==> config.mk <==
export PLATFORM = sky130hd
export DESIGN_NAME = serial_bit_feeder
export DESIGN_NICKNAME = d
export VERILOG_FILES = /design/src/rtl/serial_bit_feeder.sv
export SDC_FILE = /design/constraint.sdc
export NUM_CORES = 1
export LEC_CHECK = 0
export CAP_MARGIN = 20
export CORE_MARGIN = 2
export CORE_UTILIZATION = 47
export CTS_CLUSTER_SIZE = 16
export DETAILED_ROUTE_END_ITERATION = 6
export GPL_ROUTABILITY_DRIVEN = 0
export HOLD_SLACK_MARGIN = 0.15
export PLACE_DENSITY = 0.84
export SLEW_MARGIN = 5
export SYNTH_ARGS = -nofsm -noshare
export SYNTH_HDL_FRONTEND = slang
export SYNTH_SLANG_ARGS = --single-unit
==> constraint.sdc <==
create_clock -name clk -period 2 [get_ports clk]
set_clock_uncertainty 0.2 [all_clocks]
set_input_delay 0.6 -clock clk [delete_from_list [all_inputs] [get_ports clk]]
set_output_delay 0.6 -clock clk [all_outputs]
set_load 0.01 [all_outputs]
==> src/rtl/serial_bit_feeder.sv <==
// serial_bit_feeder: parallel-to-serial front end for serial sequence detectors.
// Accepts a WIDTH-bit word over valid/ready and shifts it out on x, one bit per clock.
// Optional feature macro: SERIAL_FEEDER_PARITY_EN appends an even-parity bit after each word.
module serial_bit_feeder #(
    parameter int unsigned WIDTH     = 8,
    parameter bit          MSB_FIRST = 1'b1
) (
    input  logic             clk,
    input  logic             rst,
    input  logic [WIDTH-1:0] din,
    input  logic             din_valid,
    output logic             din_ready,
    output logic             x,
    output logic             x_valid,
    output logic             busy,
    output logic             done
);

    localparam int unsigned CNT_W = $clog2(WIDTH + 1);

`ifdef SERIAL_FEEDER_PARITY_EN
    typedef enum logic [1:0] {
        IDLE   = 2'd0,
        SHIFT  = 2'd1,
        PARITY = 2'd2
    } state_t;
`else
    typedef enum logic {
        IDLE  = 1'b0,
        SHIFT = 1'b1
    } state_t;
`endif

    state_t             r_state;
    state_t             w_state_nxt;
    logic [WIDTH-1:0]   r_shift;
    logic [WIDTH-1:0]   w_shift_nxt;
    logic [CNT_W-1:0]   r_cnt;
    logic [CNT_W-1:0]   w_cnt_nxt;
    logic               r_x;
    logic               w_x_nxt;
    logic               r_x_valid;
    logic               w_x_valid_nxt;
    logic               r_busy;
    logic               w_busy_nxt;
    logic               r_done;
    logic               w_done_nxt;
`ifdef SERIAL_FEEDER_PARITY_EN
    logic               r_par;
    logic               w_par_nxt;
`endif

    logic               w_last_bit;
    logic               w_din_ready;
    logic               w_xfer;
    logic [WIDTH-1:0]   w_shift_step;
    logic               w_step_bit;
    logic               w_first_bit;

    // r_cnt holds the 1-based index of the bit currently on x
    assign w_last_bit = (r_state == SHIFT) && (r_cnt == CNT_W'(WIDTH));

    // Ready when idle, or when the current word's final serial cycle is on x
`ifdef SERIAL_FEEDER_PARITY_EN
    assign w_din_ready = (r_state == IDLE) || (r_state == PARITY);
`else
    assign w_din_ready = (r_state == IDLE) || w_last_bit;
`endif

    assign w_xfer = din_valid && w_din_ready;

    // Shift-register step and the bit that becomes visible after it
    assign w_shift_step = MSB_FIRST ? {r_shift[WIDTH-2:0], 1'b0} : {1'b0, r_shift[WIDTH-1:1]};
    assign w_step_bit   = MSB_FIRST ? w_shift_step[WIDTH-1] : w_shift_step[0];
    assign w_first_bit  = MSB_FIRST ? din[WIDTH-1] : din[0];

    // State register
    always_ff @(posedge clk) begin
        if (rst) begin
            r_state <= IDLE;
        end else begin
            r_state <= w_state_nxt;
        end
    end

    // Next-state and next-output decode; a transfer always wins and reloads the word
    always_comb begin
        w_state_nxt   = r_state;
        w_shift_nxt   = r_shift;
        w_cnt_nxt     = r_cnt;
        w_x_nxt       = 1'b0;
        w_x_valid_nxt = 1'b0;
        w_busy_nxt    = 1'b0;
        w_done_nxt    = 1'b0;
`ifdef SERIAL_FEEDER_PARITY_EN
        w_par_nxt     = r_par;
`endif
        if (w_xfer) begin
            w_state_nxt   = SHIFT;
            w_shift_nxt   = din;
            w_cnt_nxt     = CNT_W'(1);
            w_x_nxt       = w_first_bit;
            w_x_valid_nxt = 1'b1;
            w_busy_nxt    = 1'b1;
`ifdef SERIAL_FEEDER_PARITY_EN
            w_par_nxt     = ^din;
`endif
        end else begin
            case (r_state)
                SHIFT: begin
                    if (!w_last_bit) begin
                        w_shift_nxt   = w_shift_step;
                        w_cnt_nxt     = r_cnt + CNT_W'(1);
                        w_x_nxt       = w_step_bit;
                        w_x_valid_nxt = 1'b1;
                        w_busy_nxt    = 1'b1;
`ifndef SERIAL_FEEDER_PARITY_EN
                        w_done_nxt    = (r_cnt == CNT_W'(WIDTH - 1));
`endif
                    end else begin
`ifdef SERIAL_FEEDER_PARITY_EN
                        w_state_nxt   = PARITY;
                        w_x_nxt       = r_par;
                        w_x_valid_nxt = 1'b1;
                        w_busy_nxt    = 1'b1;
                        w_done_nxt    = 1'b1;
`else
                        w_state_nxt   = IDLE;
                        w_shift_nxt   = '0;
                        w_cnt_nxt     = '0;
`endif
                    end
                end
`ifdef SERIAL_FEEDER_PARITY_EN
                PARITY: begin
                    w_state_nxt = IDLE;
                    w_shift_nxt = '0;
                    w_cnt_nxt   = '0;
                end
`endif
                default: begin
                end
            endcase
        end
    end

    // Datapath and registered outputs
    always_ff @(posedge clk) begin
        if (rst) begin
            r_shift   <= '0;
            r_cnt     <= '0;
            r_x       <= 1'b0;
            r_x_valid <= 1'b0;
            r_busy    <= 1'b0;
            r_done    <= 1'b0;
`ifdef SERIAL_FEEDER_PARITY_EN
            r_par     <= 1'b0;
`endif
        end else begin
            r_shift   <= w_shift_nxt;
            r_cnt     <= w_cnt_nxt;
            r_x       <= w_x_nxt;
            r_x_valid <= w_x_valid_nxt;
            r_busy    <= w_busy_nxt;
            r_done    <= w_done_nxt;
`ifdef SERIAL_FEEDER_PARITY_EN
            r_par     <= w_par_nxt;
`endif
        end
    end

    assign din_ready = w_din_ready;
    assign x         = r_x;
    assign x_valid   = r_x_valid;
    assign busy      = r_busy;
    assign done      = r_done;

endmodule

==> results.cfg, run 1 <==
[status]
status = completed

[setup_path]
critPathArrivalTime_ns = 1.13
crit-reg2reg-launch = r_cnt[0]
cp_slowest_cell = clkdlybuf4s50_1
worstSetupPathType = reg2out
critPathTopFamily = buffers and inverters
cp_max_fo = 1
crit_required_ns = 1.20
reg2reg_slack_ns = 0.34
reg2reg_depth = 7
crit_path_end_kind = output pin
slowest_delay_ns = 0.52
crit_buf_inv = 1
worstPathCellList = clkdlybuf4s50_1
crit_path_start_kind = flop
worstReg2RegEnd = r_shift[2]

[clocking]
clock_path_buffers = 2
cts_tree = built
htreeDepth = 1
numCtsBuffers = 3
worstSkewPairLatency_ns = 0.28
cts.sinks = 14
path_clk_slew_ns = 0.09
cts_hold_buffers = 0
clockRootBuffer = clkbuf_4

[power]
power.leakage_nw = 0.443
swShare = 0.253
p_seq_frac = 0.474
netSwitchingPower_w = 0.000161
vdd_ir_drop_max_mv = 0.364
intPower_w = 0.000476
p_comb_frac = 0.195
p_per_area_nw_per_um2 = 638
p_clk_frac = 0.330

[layout]
nets = 116
layout_common_cells = 14 x buf_4, 12 x dfxtp_1, 12 x clkdlybuf4s50_1
final_area_um2 = 998
layout_commonest_cell = buf_4
syn_to_final_growth_pct = 39.8
fin_util = 0.679
drive_gt1_frac = 0.275
antenna_cells = 0

[sta]
rsz0062_at_grt = no
timing.final.crit_share = 0.965
max-slew-margin-rel = 0.830
hold_viol = 0
tns_ns = 0
maxSlewViolCount = 0
worst_pin_slew_ns = 0.254
period_minus_slack_ns = 1.93
fmax_ghz = 0.518
final-setup-viol-count = 0
whs_ns = 0.295
setup_slack_ns = 0.0701

[place]
io_buffer_count = 15
dpl_cell_area_um2 = 947
dp_hpwl_mm = 1.12
pre_cts_slack_ns = -0.105

[detailed_routing]
first_iter_violations = 11
dr.pass1.iters = 4
wl_mm = 1.59
vias_per_cell = 5.64
wl_per_cell_um = 13.5
vias = 666
ant_nets = 0
drc = 0

[logic_synthesis]
ys_seq_area_frac = 0.392
synth_nets = 88
synthCells = 75
ys_top_cells_by_area = dfxtp_1 39%, mux2i_1 9.8%, a221o_1 7.0%
synth_warnings = 0
synth_top_area_cell = dfxtp_1
ys_types = 29
avgSynthCellArea_um2 = 9.53
synth_area_um2 = 714
ys_ff_latch = 14
synth.top_cell.area_share = 0.392

[worst_hold_path]
holdPathStages = 2
hp-class = reg2reg
whs_endpoint = x
min-delay-start = r_shift[6]

[floorplanning]
die_h_um = 43.0
io_pins = 16
design.die.area_um2 = 1850
coreArea_um2 = 1470
die_w_um = 43.0
rows = 14
start_util = 0.486

[grt]
grt_pass1_wl_mm = 2.57
grt_max_degree = 18
grt_use_total = 0.186
grt_pass1_vias = 612
antenna_found_initial = 0
grt_overflow = 0

[flow_run]
drv_cap = 0
-- what timing repair did --
action	in CTS	in global routing
endpoints found under the setup margin	3	1
resized for setup	11	1
buffers inserted	0	1
pin swaps	1	1
hold endpoints to repair	0	0
-- routing by layer --
metal,track usage,vias up,part of all wire,wire length [µm]
li1,-,326,-,-
met1,0.231,311,0.46,725
met4,0.0909,0,0.017,27
met2,0.306,26,0.47,750
met3,0.0383,3,0.056,90
met5,0,-,0,0
-- cell type report --
class                      count  area [µm²]
clock buffer                   4        36.3
fill                         129         473
inverter                       3        11.3
tap                           16        20.0
timing repair buffer          29         248
sequential                    14         283
multi-input combinational     52         400
-- worst max-delay path by stage --
| stage | start | endpoint | depth (start not counted) |
|---|---|---|---|
| detailed placement | din_valid | r_shift[3] | 5 |
| finish | x | x | 1 |
| global placement | din_valid | r_shift[1] | 5 |
| global route | done | done | 1 |
| floorplan | r_cnt[0] | din_ready | 4 |
| CTS | r_cnt[1] | din_ready | 5 |
-- power by group through the flow --
stage | clock [W] | combinational (W) | sequential [W]
after detailed placement | 0 | 0.000119 | 0.000308
after global placement | 0 | 0.000115 | 0.000307
after global routing | 0.000226 | 0.000135 | 0.000304
final | 0.000211 | 0.000125 | 0.000302
after CTS | 0.000211 | 0.000123 | 0.000302
after floorplan | 0 | 0.0000607 | 0.000308
-- worst register-to-register path, stage by stage (launching register included) --
cell and delay [ns]:
dfxtp_2 0.34, inv_2 0.04, ha_4 0.16, buf_4 0.13, buf_4 0.12, nand4b_1 0.12
nor2_2 0.09, a221o_1 0.35
-- registers in the layout (all words and copies together) (netlist names) --
name     count
r_shift      7
r_cnt        4
x            1
busy         1
done         1
-- cell usage after synthesis --
cell type  count
a211o_1        1
a211oi_1       1
a21o_2         1
a21oi_1        4
a221o_1        5
a311oi_1       1
a31oi_1        1
and3b_4        1
and4b_1        1
buf_2          4
buf_4          2
dfxtp_1       14
ha_1           2
inv_1          3
mux2i_1        7
nand2_1        2
nand3_1        1
nand3b_4       1
nand4_1        1
nand4b_1       3
nor2_1        11
nor2_2         1
nor2b_1        1
nor3_1         1
nor3b_1        1
o21ai_0        1
o22a_1         1
or2_0          1
xor2_1         1
-- through the flow --
stage | total power (W) | cells
finish | 0.000637 | 118
global route | 0.000665 | 118
CTS | 0.000636 | 117
detailed placement | 0.000427 | 113
global placement | 0.000422 | 113
floorplan | 0.000369 | 75
-- cells by family after synthesis --
family,synth area share
adders and majority gates,0.0350
muxes,0.0981
AOI/OAI and AO/OA,0.173
DFF,0.392
and+or+nand+nor,0.224
xor gates and xnor gates,0.0123
buffers and inverters,0.0648
(Power assumes the default switching activity.)
==> run 2: changes to the inputs <==
--- a/config.mk
+++ b/config.mk
@@ -8,6 +8,7 @@
 export CAP_MARGIN = 20
 export CORE_MARGIN = 2
 export CORE_UTILIZATION = 47
+export CTS_CLUSTER_DIAMETER = 120
 export CTS_CLUSTER_SIZE = 16
 export DETAILED_ROUTE_END_ITERATION = 6
 export GPL_ROUTABILITY_DRIVEN = 0
==> results of run 2 <==
No change in the layout: final DEF, timing and power equal those of run 1.
==> run 3: changes to the inputs <==
--- a/config.mk
+++ b/config.mk
@@ -6,7 +6,6 @@
 export NUM_CORES = 1
 export LEC_CHECK = 0
 export CAP_MARGIN = 20
-export CORE_MARGIN = 2
 export CORE_UTILIZATION = 47
 export CTS_CLUSTER_DIAMETER = 120
 export CTS_CLUSTER_SIZE = 16
@@ -18,3 +17,4 @@
 export SYNTH_ARGS = -nofsm -noshare
 export SYNTH_HDL_FRONTEND = slang
 export SYNTH_SLANG_ARGS = --single-unit
+export TNS_END_PERCENT = 1
==> results.cfg, run 3 (synthesis results as in run 1) <==
[layout]
drive_gt1_frac = 0.262
final_area_um2 = 988
reg_top3 = r_shift x7, r_cnt x4
layout_common_cells = 16 x buf_4, 12 x dfxtp_1, 12 x clkdlybuf4s50_1
largest_reg_flops = 7
regMostFlops = r_shift
layout_commonest_cell = buf_4
antenna_cells = 0
syn_to_final_growth_pct = 38.4
nets = 118
nFillCells = 93

[setup_path]
crit_buf_inv = 1
worstSetupPathType = reg2out
critPathArrivalTime_ns = 1.12
crit-reg2reg-launch = r_cnt[1]
critPathTopFamily = buffers and inverters
crit_required_ns = 1.20
reg2reg_depth = 7
cp_slowest_cell = clkdlybuf4s50_1
crit_path_start_kind = flop
slowest_delay_ns = 0.52
reg2reg_slack_ns = 0.32
worstPathCellList = clkdlybuf4s50_1
cp_max_fo = 1
crit_path_end_kind = output pin
worstReg2RegEnd = r_shift[3]

[sta]
max-slew-margin-rel = 0.828
hold_viol = 0
period_minus_slack_ns = 1.92
rsz0062_at_grt = no
timing.final.crit_share = 0.961
setup_slack_ns = 0.0784
final-setup-viol-count = 0
fmax_ghz = 0.520
maxSlewViolCount = 0
worst_pin_slew_ns = 0.258

[power]
intPower_w = 0.000435
p_comb_frac = 0.212
netSwitchingPower_w = 0.000150
vdd_ir_drop_max_mv = 0.335
p_per_area_nw_per_um2 = 592
p_clk_frac = 0.273
p_total_w = 0.000585
power.leakage_nw = 0.444
swShare = 0.257
p_seq_frac = 0.516

[detailed_routing]
wl_per_cell_um = 13.7
vias = 683
first_iter_violations = 14
dr.pass1.iters = 3
wl_mm = 1.62
drc = 0
ant_nets = 0
vias_per_cell = 5.79

[floorplanning]
design.die.area_um2 = 1680
rows = 13
io_pins = 16
start_util = 0.529
die_w_um = 41.0
coreArea_um2 = 1350
die_h_um = 41.0

[clocking]
clock_path_buffers = 2
worstSkewPairLatency_ns = 0.28
cts_tree = built
numCtsBuffers = 3
htreeDepth = 1
clockRootBuffer = clkbuf_4
path_clk_slew_ns = 0.08
cts_hold_buffers = 0
cts.sinks = 14

[status]
status = completed

[grt]
grt_pass1_vias = 624
grt_max_degree = 18
grt_overflow = 0
grt_pass1_wl_mm = 2.61
antenna_found_initial = 0
grt_use_total = 0.242

[place]
dpl_cell_area_um2 = 961
dp_hpwl_mm = 1.24
io_buffer_count = 15
pre_cts_slack_ns = -0.170

[worst_hold_path]
min-delay-start = r_shift[6]
whs_endpoint = x
holdPathStages = 2
hp-class = reg2reg

[flow_run]
drv_cap = 0
## run 3: power groups by stage
| stage | registers (W) | logic, W | clock network (W) |
|---|---|---|---|
| 2_1_floorplan | 0.000308 | 0.0000607 | 0 |
| 3_3_place_gp | 0.000307 | 0.000116 | 0 |
| 3_5_place_dp | 0.000308 | 0.000122 | 0 |
| 4_1_cts | 0.000302 | 0.000123 | 0.000160 |
| 5_1_grt | 0.000304 | 0.000135 | 0.000176 |
| 6_report | 0.000302 | 0.000124 | 0.000159 |
## run 3: layer usage
metal,track usage,part of all wire,vias up
met5,0,0,-
met4,0.100,0.016,0
met3,0.0652,0.040,5
met2,0.406,0.51,18
met1,0.287,0.43,331
li1,-,-,329
## run 3: cell type report
class / count / area, µm² / area share
inverters: 3 / 11.3 / 0.0114
multi-input cells: 52 / 390 / 0.395
flip-flops and latches: 14 / 283 / 0.286
well taps: 15 / 18.8 / 0.0190
repair buffers: 31 / 263 / 0.266
clock buffers: 3 / 22.5 / 0.0228
## run 3: worst max path at each step
stage | start | end | slack [ns] | cells after the start
final | done | done | 0.08 | 1
after global routing | done | done | 0.02 | 1
after CTS | r_cnt[1] | din_ready | 0.07 | 5
after detailed placement | din_valid | r_shift[5] | -0.17 | 5
after global placement | din_valid | r_shift[4] | -0.11 | 5
after floorplan | r_cnt[0] | din_ready | 0.35 | 4
## run 3: through the flow
stage	util	TNS, ns	std cells	hold slack (ns)
2_1_floorplan	-	0	75	0.254
3_3_place_gp	0.712	-0.671	114	0.261
3_5_place_dp	0.712	-1.03	114	0.270
4_1_cts	0.732	0	118	0.295
5_1_grt	0.732	0	118	0.315
6_report	0.732	0	118	0.292
## run 3: timing repair
item | CTS | global route
setup buffers | 1 | 0
gates resized for setup | 9 | 0
setup endpoints to repair | 3 | 0
